--- src/rtl/vc_input_unit_pkg.sv ---
// Shared flit-type codes, per-VC packet states and default geometry for the VC input unit.
package vc_input_unit_pkg;

   localparam int unsigned VC_NUM_DEF      = 2;
   localparam int unsigned VC_DEPTH_W_DEF  = 2;
   localparam int unsigned FLIT_DATA_W_DEF = 8;
   localparam int unsigned FLIT_ID_W_DEF   = 2;

   typedef enum logic [1:0] {
      FLIT_SINGLE = 2'b00,
      FLIT_HEADER = 2'b01,
      FLIT_BODY   = 2'b10,
      FLIT_TAIL   = 2'b11
   } flit_id_e;

   typedef enum logic [2:0] {
      VC_IDLE    = 3'b001,
      VC_WAITING = 3'b010,
      VC_ACTIVE  = 3'b100
   } vc_state_e;

   // A flit that may legally start a packet
   function automatic logic is_head_id(input logic [1:0] id);
      return (id == FLIT_HEADER) || (id == FLIT_SINGLE);
   endfunction

   // A flit that closes the packet it belongs to
   function automatic logic is_last_id(input logic [1:0] id);
      return (id == FLIT_TAIL) || (id == FLIT_SINGLE);
   endfunction

endpackage

--- src/rtl/vc_input_unit_if.sv ---
// Link, allocator and output-side signals of one router input port.
interface vc_input_unit_if
   import vc_input_unit_pkg::*;
#(
   parameter int unsigned VC_NUM      = VC_NUM_DEF,
   parameter int unsigned FLIT_DATA_W = FLIT_DATA_W_DEF,
   parameter int unsigned FLIT_ID_W   = FLIT_ID_W_DEF
);
   localparam int unsigned FLIT_W  = FLIT_DATA_W + FLIT_ID_W;
   localparam int unsigned VC_ID_W = $clog2(VC_NUM);

   logic [FLIT_W-1:0]        data_i;
   logic                     wr_en_i;
   logic [VC_ID_W-1:0]       wr_vc_i;
   logic [VC_NUM-1:0]        rdy_o;
   logic [VC_NUM-1:0]        overflow_o;
   logic [VC_NUM-1:0]        req_o;
   logic [VC_NUM*FLIT_W-1:0] header_o;
   logic [VC_NUM-1:0]        chan_alloc_i;
   logic [VC_NUM-1:0]        chan_rdy_i;
   logic [FLIT_W-1:0]        data_o;
   logic                     data_vld_o;
   logic [VC_ID_W-1:0]       data_vc_o;
   logic                     err_o;

   modport master (
      output data_i, wr_en_i, wr_vc_i, chan_alloc_i, chan_rdy_i,
      input  rdy_o, overflow_o, req_o, header_o, data_o, data_vld_o, data_vc_o, err_o
   );

   modport slave (
      input  data_i, wr_en_i, wr_vc_i, chan_alloc_i, chan_rdy_i,
      output rdy_o, overflow_o, req_o, header_o, data_o, data_vld_o, data_vc_o, err_o
   );

endinterface

--- src/rtl/vc_input_unit_rr_arbiter.sv ---
// Round-robin arbiter: one-hot grant to the first request at or after the pointer.
module vc_input_unit_rr_arbiter #(
   parameter int unsigned N = 2
) (
   input  logic         clk_i,
   input  logic         rst_ni,
   input  logic [N-1:0] req_i,
   input  logic         advance_i,
   output logic [N-1:0] grant_o
);
   localparam int unsigned PTR_W = (N > 1) ? $clog2(N) : 1;

   logic [PTR_W-1:0] ptr_q, ptr_d;
   logic [PTR_W-1:0] idx;
   logic             found;

   // N is a power of two, so the index sum wraps naturally
   always_comb begin
      grant_o = '0;
      ptr_d   = ptr_q;
      idx     = '0;
      found   = 1'b0;
      for (int unsigned i = 0; i < N; i++) begin
         idx = ptr_q + PTR_W'(i);
         if (!found && req_i[idx]) begin
            found        = 1'b1;
            grant_o[idx] = 1'b1;
            ptr_d        = idx + PTR_W'(1);
         end
      end
   end

   always_ff @(posedge clk_i or negedge rst_ni) begin
      if (!rst_ni) begin
         ptr_q <= '0;
      end else if (advance_i) begin
         ptr_q <= ptr_d;
      end
   end

endmodule

--- src/rtl/vc_input_unit.sv ---
// Router input port: per-VC flit FIFO and packet FSM, round-robin onto one registered output.
module vc_input_unit
   import vc_input_unit_pkg::*;
#(
   parameter int unsigned VC_NUM      = VC_NUM_DEF,
   parameter int unsigned VC_DEPTH_W  = VC_DEPTH_W_DEF,
   parameter int unsigned FLIT_DATA_W = FLIT_DATA_W_DEF,
   parameter int unsigned FLIT_ID_W   = FLIT_ID_W_DEF
) (
   input  logic           clk_i,
   input  logic           rst_ni,
   vc_input_unit_if.slave bus
);
   localparam int unsigned FLIT_W  = FLIT_DATA_W + FLIT_ID_W;
   localparam int unsigned VC_ID_W = $clog2(VC_NUM);
   localparam int unsigned DEPTH   = 1 << VC_DEPTH_W;

   logic [FLIT_W-1:0]        head [VC_NUM];
   logic [VC_NUM-1:0]        empty, full, push, drop, pop, discard, elig, grant, req;
   logic [VC_NUM*FLIT_W-1:0] header;

   logic [FLIT_W-1:0]  gnt_flit;
   logic [VC_ID_W-1:0] gnt_idx;

   logic [FLIT_W-1:0]  data_q;
   logic               vld_q;
   logic [VC_ID_W-1:0] vc_q;
   logic               err_q;
   logic [VC_NUM-1:0]  ovf_q;

   for (genvar v = 0; v < VC_NUM; v++) begin : g_vc
      logic [FLIT_W-1:0]   mem_q [DEPTH];
      logic [VC_DEPTH_W:0] wr_ptr_q, rd_ptr_q;
      logic [FLIT_W-1:0]   hdr_q;
      vc_state_e           state_q;
      logic                sel;

      assign sel      = bus.wr_en_i && (bus.wr_vc_i == VC_ID_W'(v));
      assign empty[v] = (wr_ptr_q == rd_ptr_q);
      assign full[v]  = (wr_ptr_q[VC_DEPTH_W] != rd_ptr_q[VC_DEPTH_W]) &&
                        (wr_ptr_q[VC_DEPTH_W-1:0] == rd_ptr_q[VC_DEPTH_W-1:0]);
      assign head[v]  = mem_q[rd_ptr_q[VC_DEPTH_W-1:0]];

      // A pop in the same cycle frees the slot, so a write to a full VC is still taken
      assign pop[v]     = discard[v] | grant[v];
      assign push[v]    = sel && (!full[v] || pop[v]);
      assign drop[v]    = sel && full[v] && !pop[v];
      assign discard[v] = (state_q == VC_IDLE) && !empty[v] && !is_head_id(head[v][FLIT_W-1 -: 2]);
      assign elig[v]    = (state_q == VC_ACTIVE) && !empty[v] && bus.chan_rdy_i[v];
      assign req[v]     = (state_q == VC_WAITING);
      assign header[v*FLIT_W +: FLIT_W] = hdr_q;

      always_ff @(posedge clk_i) begin
         if (push[v]) mem_q[wr_ptr_q[VC_DEPTH_W-1:0]] <= bus.data_i;
      end

      always_ff @(posedge clk_i or negedge rst_ni) begin
         if (!rst_ni) begin
            wr_ptr_q <= '0;
            rd_ptr_q <= '0;
            hdr_q    <= '0;
            state_q  <= VC_IDLE;
         end else begin
            if (push[v]) wr_ptr_q <= wr_ptr_q + (VC_DEPTH_W+1)'(1);
            if (pop[v])  rd_ptr_q <= rd_ptr_q + (VC_DEPTH_W+1)'(1);
            case (state_q)
               VC_IDLE: begin
                  // The header stays queued; it is forwarded as the first flit once active
                  if (!empty[v] && is_head_id(head[v][FLIT_W-1 -: 2])) begin
                     state_q <= VC_WAITING;
                     hdr_q   <= head[v];
                  end
               end
               VC_WAITING: begin
                  if (bus.chan_alloc_i[v]) state_q <= VC_ACTIVE;
               end
               VC_ACTIVE: begin
                  if (grant[v] && is_last_id(head[v][FLIT_W-1 -: 2])) begin
                     state_q <= VC_IDLE;
                     hdr_q   <= '0;
                  end
               end
               default: state_q <= VC_IDLE;
            endcase
         end
      end
   end

   vc_input_unit_rr_arbiter #(.N(VC_NUM)) u_arb (
      .clk_i     (clk_i),
      .rst_ni    (rst_ni),
      .req_i     (elig),
      .advance_i (|elig),
      .grant_o   (grant)
   );

   always_comb begin
      gnt_idx  = '0;
      gnt_flit = '0;
      for (int unsigned i = 0; i < VC_NUM; i++) begin
         if (grant[i]) begin
            gnt_idx  = VC_ID_W'(i);
            gnt_flit = head[i];
         end
      end
   end

   always_ff @(posedge clk_i or negedge rst_ni) begin
      if (!rst_ni) begin
         data_q <= '0;
         vld_q  <= 1'b0;
         vc_q   <= '0;
         err_q  <= 1'b0;
         ovf_q  <= '0;
      end else begin
         vld_q <= |grant;
         err_q <= |discard;
         ovf_q <= drop;
         if (|grant) begin
            data_q <= gnt_flit;
            vc_q   <= gnt_idx;
         end
      end
   end

   assign bus.rdy_o      = ~full;
   assign bus.overflow_o = ovf_q;
   assign bus.req_o      = req;
   assign bus.header_o   = header;
   assign bus.data_o     = data_q;
   assign bus.data_vld_o = vld_q;
   assign bus.data_vc_o  = vc_q;
   assign bus.err_o      = err_q;

endmodule

--- src/flat_wrapper.sv ---
// flat-port wrapper written by rule: the top's interface ports become plain ports
module vc_input_unit_flat import vc_input_unit_pkg::*;
#(
   parameter int unsigned VC_NUM      = VC_NUM_DEF,
   parameter int unsigned VC_DEPTH_W  = VC_DEPTH_W_DEF,
   parameter int unsigned FLIT_DATA_W = FLIT_DATA_W_DEF,
   parameter int unsigned FLIT_ID_W   = FLIT_ID_W_DEF
)
  (clk_i, rst_ni, bus_data_i, bus_wr_en_i, bus_wr_vc_i, bus_chan_alloc_i, bus_chan_rdy_i, bus_rdy_o, bus_overflow_o, bus_req_o, bus_header_o, bus_data_o, bus_data_vld_o, bus_data_vc_o, bus_err_o);
  vc_input_unit_if #(.VC_NUM(VC_NUM), .FLIT_DATA_W(FLIT_DATA_W), .FLIT_ID_W(FLIT_ID_W)) bus_i ();
  input  logic clk_i;
  input  logic rst_ni;
  input wire logic [$bits(bus_i.data_i)-1:0] bus_data_i;
  input wire logic [$bits(bus_i.wr_en_i)-1:0] bus_wr_en_i;
  input wire logic [$bits(bus_i.wr_vc_i)-1:0] bus_wr_vc_i;
  input wire logic [$bits(bus_i.chan_alloc_i)-1:0] bus_chan_alloc_i;
  input wire logic [$bits(bus_i.chan_rdy_i)-1:0] bus_chan_rdy_i;
  output wire logic [$bits(bus_i.rdy_o)-1:0] bus_rdy_o;
  output wire logic [$bits(bus_i.overflow_o)-1:0] bus_overflow_o;
  output wire logic [$bits(bus_i.req_o)-1:0] bus_req_o;
  output wire logic [$bits(bus_i.header_o)-1:0] bus_header_o;
  output wire logic [$bits(bus_i.data_o)-1:0] bus_data_o;
  output wire logic [$bits(bus_i.data_vld_o)-1:0] bus_data_vld_o;
  output wire logic [$bits(bus_i.data_vc_o)-1:0] bus_data_vc_o;
  output wire logic [$bits(bus_i.err_o)-1:0] bus_err_o;
  assign bus_i.data_i = bus_data_i;
  assign bus_i.wr_en_i = bus_wr_en_i;
  assign bus_i.wr_vc_i = bus_wr_vc_i;
  assign bus_i.chan_alloc_i = bus_chan_alloc_i;
  assign bus_i.chan_rdy_i = bus_chan_rdy_i;
  assign bus_rdy_o = bus_i.rdy_o;
  assign bus_overflow_o = bus_i.overflow_o;
  assign bus_req_o = bus_i.req_o;
  assign bus_header_o = bus_i.header_o;
  assign bus_data_o = bus_i.data_o;
  assign bus_data_vld_o = bus_i.data_vld_o;
  assign bus_data_vc_o = bus_i.data_vc_o;
  assign bus_err_o = bus_i.err_o;
  vc_input_unit #(.VC_NUM(VC_NUM), .VC_DEPTH_W(VC_DEPTH_W), .FLIT_DATA_W(FLIT_DATA_W), .FLIT_ID_W(FLIT_ID_W)) u_core (.clk_i(clk_i), .rst_ni(rst_ni), .bus(bus_i));
endmodule
--- config.mk ---
export PLATFORM = sky130hd
export DESIGN_NAME = vc_input_unit_flat
export DESIGN_NICKNAME = d
export VERILOG_FILES = /design/src/rtl/vc_input_unit_pkg.sv /design/src/rtl/vc_input_unit_if.sv /design/src/rtl/vc_input_unit_rr_arbiter.sv /design/src/rtl/vc_input_unit.sv /design/src/flat_wrapper.sv
export SDC_FILE = /design/constraint.sdc
export NUM_CORES = 1
export LEC_CHECK = 0
export BUFFER_PORTS_ARGS = -buffer_cell sky130_fd_sc_hd__clkbuf_2
export CORE_MARGIN = 2
export CORE_UTILIZATION = 36
export CTS_CLUSTER_SIZE = 16
export DETAILED_ROUTE_END_ITERATION = 8
export MAX_ROUTING_LAYER = met4
export PLACE_DENSITY_LB_ADDON = 0.3
export SYNTH_ARGS = -nofsm -noshare
export SYNTH_HDL_FRONTEND = slang
export SYNTH_SLANG_ARGS = --single-unit
--- constraint.sdc ---
create_clock -name clk_i -period 7.34 [get_ports clk_i]
set_input_delay 0.734 -clock clk_i [delete_from_list [all_inputs] [get_ports clk_i]]
set_output_delay 0.734 -clock clk_i [all_outputs]
set_load 0.01 [all_outputs]
==> flow_summary.json <==
{
  "status": "complete, no violations",
  "gr-total-overflow": 0,
  "synthDistinctLibCells": 64,
  "core-area_mm2": 0.01724,
  "clk_latency_ns": 0.41,
  "final_layout_size_suffix_gt1_share_pct": 27.20,
  "gr-usage-all-layers_pct": 17.38,
  "grt_max_degree": 55,
  "cts_hold_buf": 0,
  "synth_top_cell_by_area": "edfxtp_1",
  "ys_top_cells_by_count": "80 x edfxtp_1, 52 x dfrtp_1, 31 x inv_1",
  "first_pass_iters": 5,
  "p_leak_nw": 2.919,
  "min_path_type": "input port to async pin",
  "p_total_mw": 3.400,
  "hold_viol": 0,
  "end_kind": "flip-flop",
  "synthArstFlopShare_pct": 40.30,
  "die_w_um": 136.4,
  "pwr-share-comb_pct": 36.8,
  "yosys_warnings": 0,
  "portBuffers": 56,
  "root_buffer": "clkbuf_16",
  "placed_cells": 715,
  "antennaDiodeCount": 0,
  "ios": 57,
  "yosysMostFrequentCell": "edfxtp_1",
  "hold_slack_ns": 0.4841,
  "routed_via_density": 5.440,
  "finalWirelength_um": 14620,
  "initial_core_util_pct": 36.61,
  "worst_pin_slew_ns": 1.182,
  "std_cell_rows": 48,
  "cts_tree": "yes",
  "syn_area_mm2": 0.006310,
  "fmax_ghz": 0.2838,
  "grt_pass1_vias": 4146,
  "tns_ns": 0,
  "p_int_mw": 2.154,
  "synth_nets": 482,
  "fp.dieH_um": 136.4,
  "fin_crit_sh_pct": 48.01,
  "slew_headroom_pct": 20.76,
  "dieArea_mm2": 0.01860,
  "synth_edf_count": 80,
  "power_frac_clock_pct": 27.3,
  "rsz0062_at_grt": "no",
  "antenna_found_initial": 0,
  "numClockSinks": 134,
  "numCtsBuffers": 17,
  "fin_skew_ns": 0.006947,
  "vdd_ir_drop_max_uv": 237.3,
  "vias": 4064,
  "post_cts_resized": 0,
  "synthFlopType": "edfxtp_1",
  "synth_area_leaders": "edfxtp_1 38%, dfrtp_1 21%, mux4_2 6.4%, mux2i_1 3.3%, ha_1 2.8%",
  "worstPathArrival_ns": 3.63,
  "wl_per_cell_um": 19.57,
  "p_sw_mw": 1.246,
  "setup_ws_ns": 3.816,
  "htreeDepth": 4,
  "post_cts_buffers": 0,
  "seq_area_frac_synth_pct": 59.53,
  "ys_ff_latch": 134,
  "cts.path.max_buffers": 2,
  "p_per_area_mw_per_mm2": 454.8,
  "crit_fanout": 14,
  "drv_slew": 0,
  "p_sw_share_pct": 36.65,
  "setup_violations": 0,
  "grt_pass1_wl_um": 23110,
  "fillCellCount": 1552,
  "seq_power_share_pct": 35.9,
  "reg2reg_depth": 7,
  "stdcell_count": 747,
  "period_needed_ns": 3.524,
  "synth_top_cell_area_share_pct": 38.07,
  "path_class": "flip-flop to flip-flop",
  "first_iter_violations": 342,
  "dp_hpwl_um": 10110,
  "layout.nets": 541,
  "place_ws_ns": 3.827,
  "cp.required_ns": 7.45,
  "cap_violations": 0,
  "synth_area_per_cell_um2": 14.02,
  "clkTransAtPathRegs_ns": 0.06,
  "syn_to_final_growth_pct": 18.48,
  "drc": 0,
  "crit_path_start_kind": "flip-flop",
  "synthCells": 450,
  "gp_congestion": 0.8027,
  "final_antenna_net_count": 0
}
flip-flops by register name (all words and copies together) (netlist names), 2 cells and up:
| register | count |
|---|---|
| u_core.g_vc.rd_ptr_q | 6 |
| u_core.g_vc.mem_q | 80 |
| u_core.g_vc.state_q | 6 |
| u_core.bus.overflow_o | 2 |
| u_core.g_vc.hdr_q | 20 |
| u_core.g_vc.wr_ptr_q | 6 |
| u_core.bus.data_o | 10 |
worst max-delay path, stage by stage, from the launching register on:
cell and delay [ns]:
dfrtp_1 0.91, mux4_2 0.65, ha_1 0.26, nor4_4 0.44, nand2_1 0.21, o211a_1 0.24, nor3_1 0.25, buf_4 0.25
per-stage QoR:
stage	utilization (%)	instance area, µm²
floorplan	-	6310
global placement	39.61	6827
detailed placement	39.61	6827
CTS	43.37	7476
global route	43.37	7476
finish	43.37	7476
per-layer routing:
| metal | vias up | track usage, % | wire, µm |
|---|---|---|---|
| li1 | 1852 | - | - |
| met1 | 2068 | 22.03 | 6436 |
| met2 | 119 | 27.61 | 7286 |
| met3 | 25 | 3.878 | 585 |
| met4 | 0 | 6.019 | 310 |
| met5 | - | - | 0 |
cell usage in the layout (no fill, tap or decap), types with 7 or more instances in the layout:
cell / Yosys / final
dfrtp_1: 52 / 52
buf_4: 3 / 9
clkbuf_2: 2 / 56
o21ai_0: 14 / 14
nand2_1: 19 / 19
nor2_1: 13 / 13
nor3_1: 14 / 13
ha_1: 14 / 14
a221o_1: 10 / 10
xor2_1: 8 / 8
a221oi_1: 8 / 8
o211ai_1: 13 / 13
o2111ai_1: 7 / 7
nand3_1: 19 / 19
mux4_2: 18 / 18
mux2i_1: 21 / 21
clkbuf_16: 0 / 17
edfxtp_1: 80 / 80
inv_1: 31 / 31
worst paths after layout:
path	startpoint	endpoint	slack, ns
min reg2reg	u_core.g_vc[0].state_q[2]$_DFFE_PN0P_	u_core.g_vc[0].state_q[1]$_DFFE_PN0P_	0.53
max in group asynchronous	rst_ni	u_core.g_vc[1].hdr_q[6]$_DFFE_PN0P_	6.37
max reg2reg	u_core.g_vc[1].rd_ptr_q[0]$_DFFE_PN0P_	u_core.g_vc[1].mem_q[3][7]$_DFFE_PP_	3.82
min in group clk_i	bus_chan_alloc_i[1]	u_core.g_vc[1].state_q[1]$_DFFE_PN0P_	0.52
max	u_core.g_vc[1].rd_ptr_q[0]$_DFFE_PN0P_	u_core.g_vc[1].mem_q[3][7]$_DFFE_PP_	3.82
min	rst_ni	u_core.bus.overflow_o[0]$_DFF_PN0_	0.48
final cells by class:
class | count | area (µm²) | area share (%)
Clock buffer | 21 | 450.4 | 6.025
Clock inverter | 11 | 198.9 | 2.661
Inverter | 32 | 120.1 | 1.607
Multi-Input combinational cell | 259 | 2321 | 31.05
Sequential cell | 134 | 3756 | 50.24
Tap cell | 225 | 281.5 | 3.766
Timing Repair Buffer | 65 | 347.8 | 4.653
cells by family after synthesis:
group	Yosys count	synth area share [%]
flops	134	59.53
simple gates	97	8.765
compound gates	89	11.92
buf+inv	57	3.906
mux	43	10.53
xor+xnor	16	2.578
fa+ha+maj	14	2.776
power by group through the flow:
| stage | logic, mW | clock network, mW | registers [mW] |
|---|---|---|---|
| floorplan | 0.963 | 0 | 1.16 |
| global placement | 1.24 | 0 | 1.22 |
| detailed placement | 1.25 | 0 | 1.23 |
| CTS | 1.27 | 0.943 | 1.22 |
| global route | 1.38 | 0.983 | 1.25 |
| finish | 1.25 | 0.927 | 1.22 |
Power figures use the tool's default switching activity.
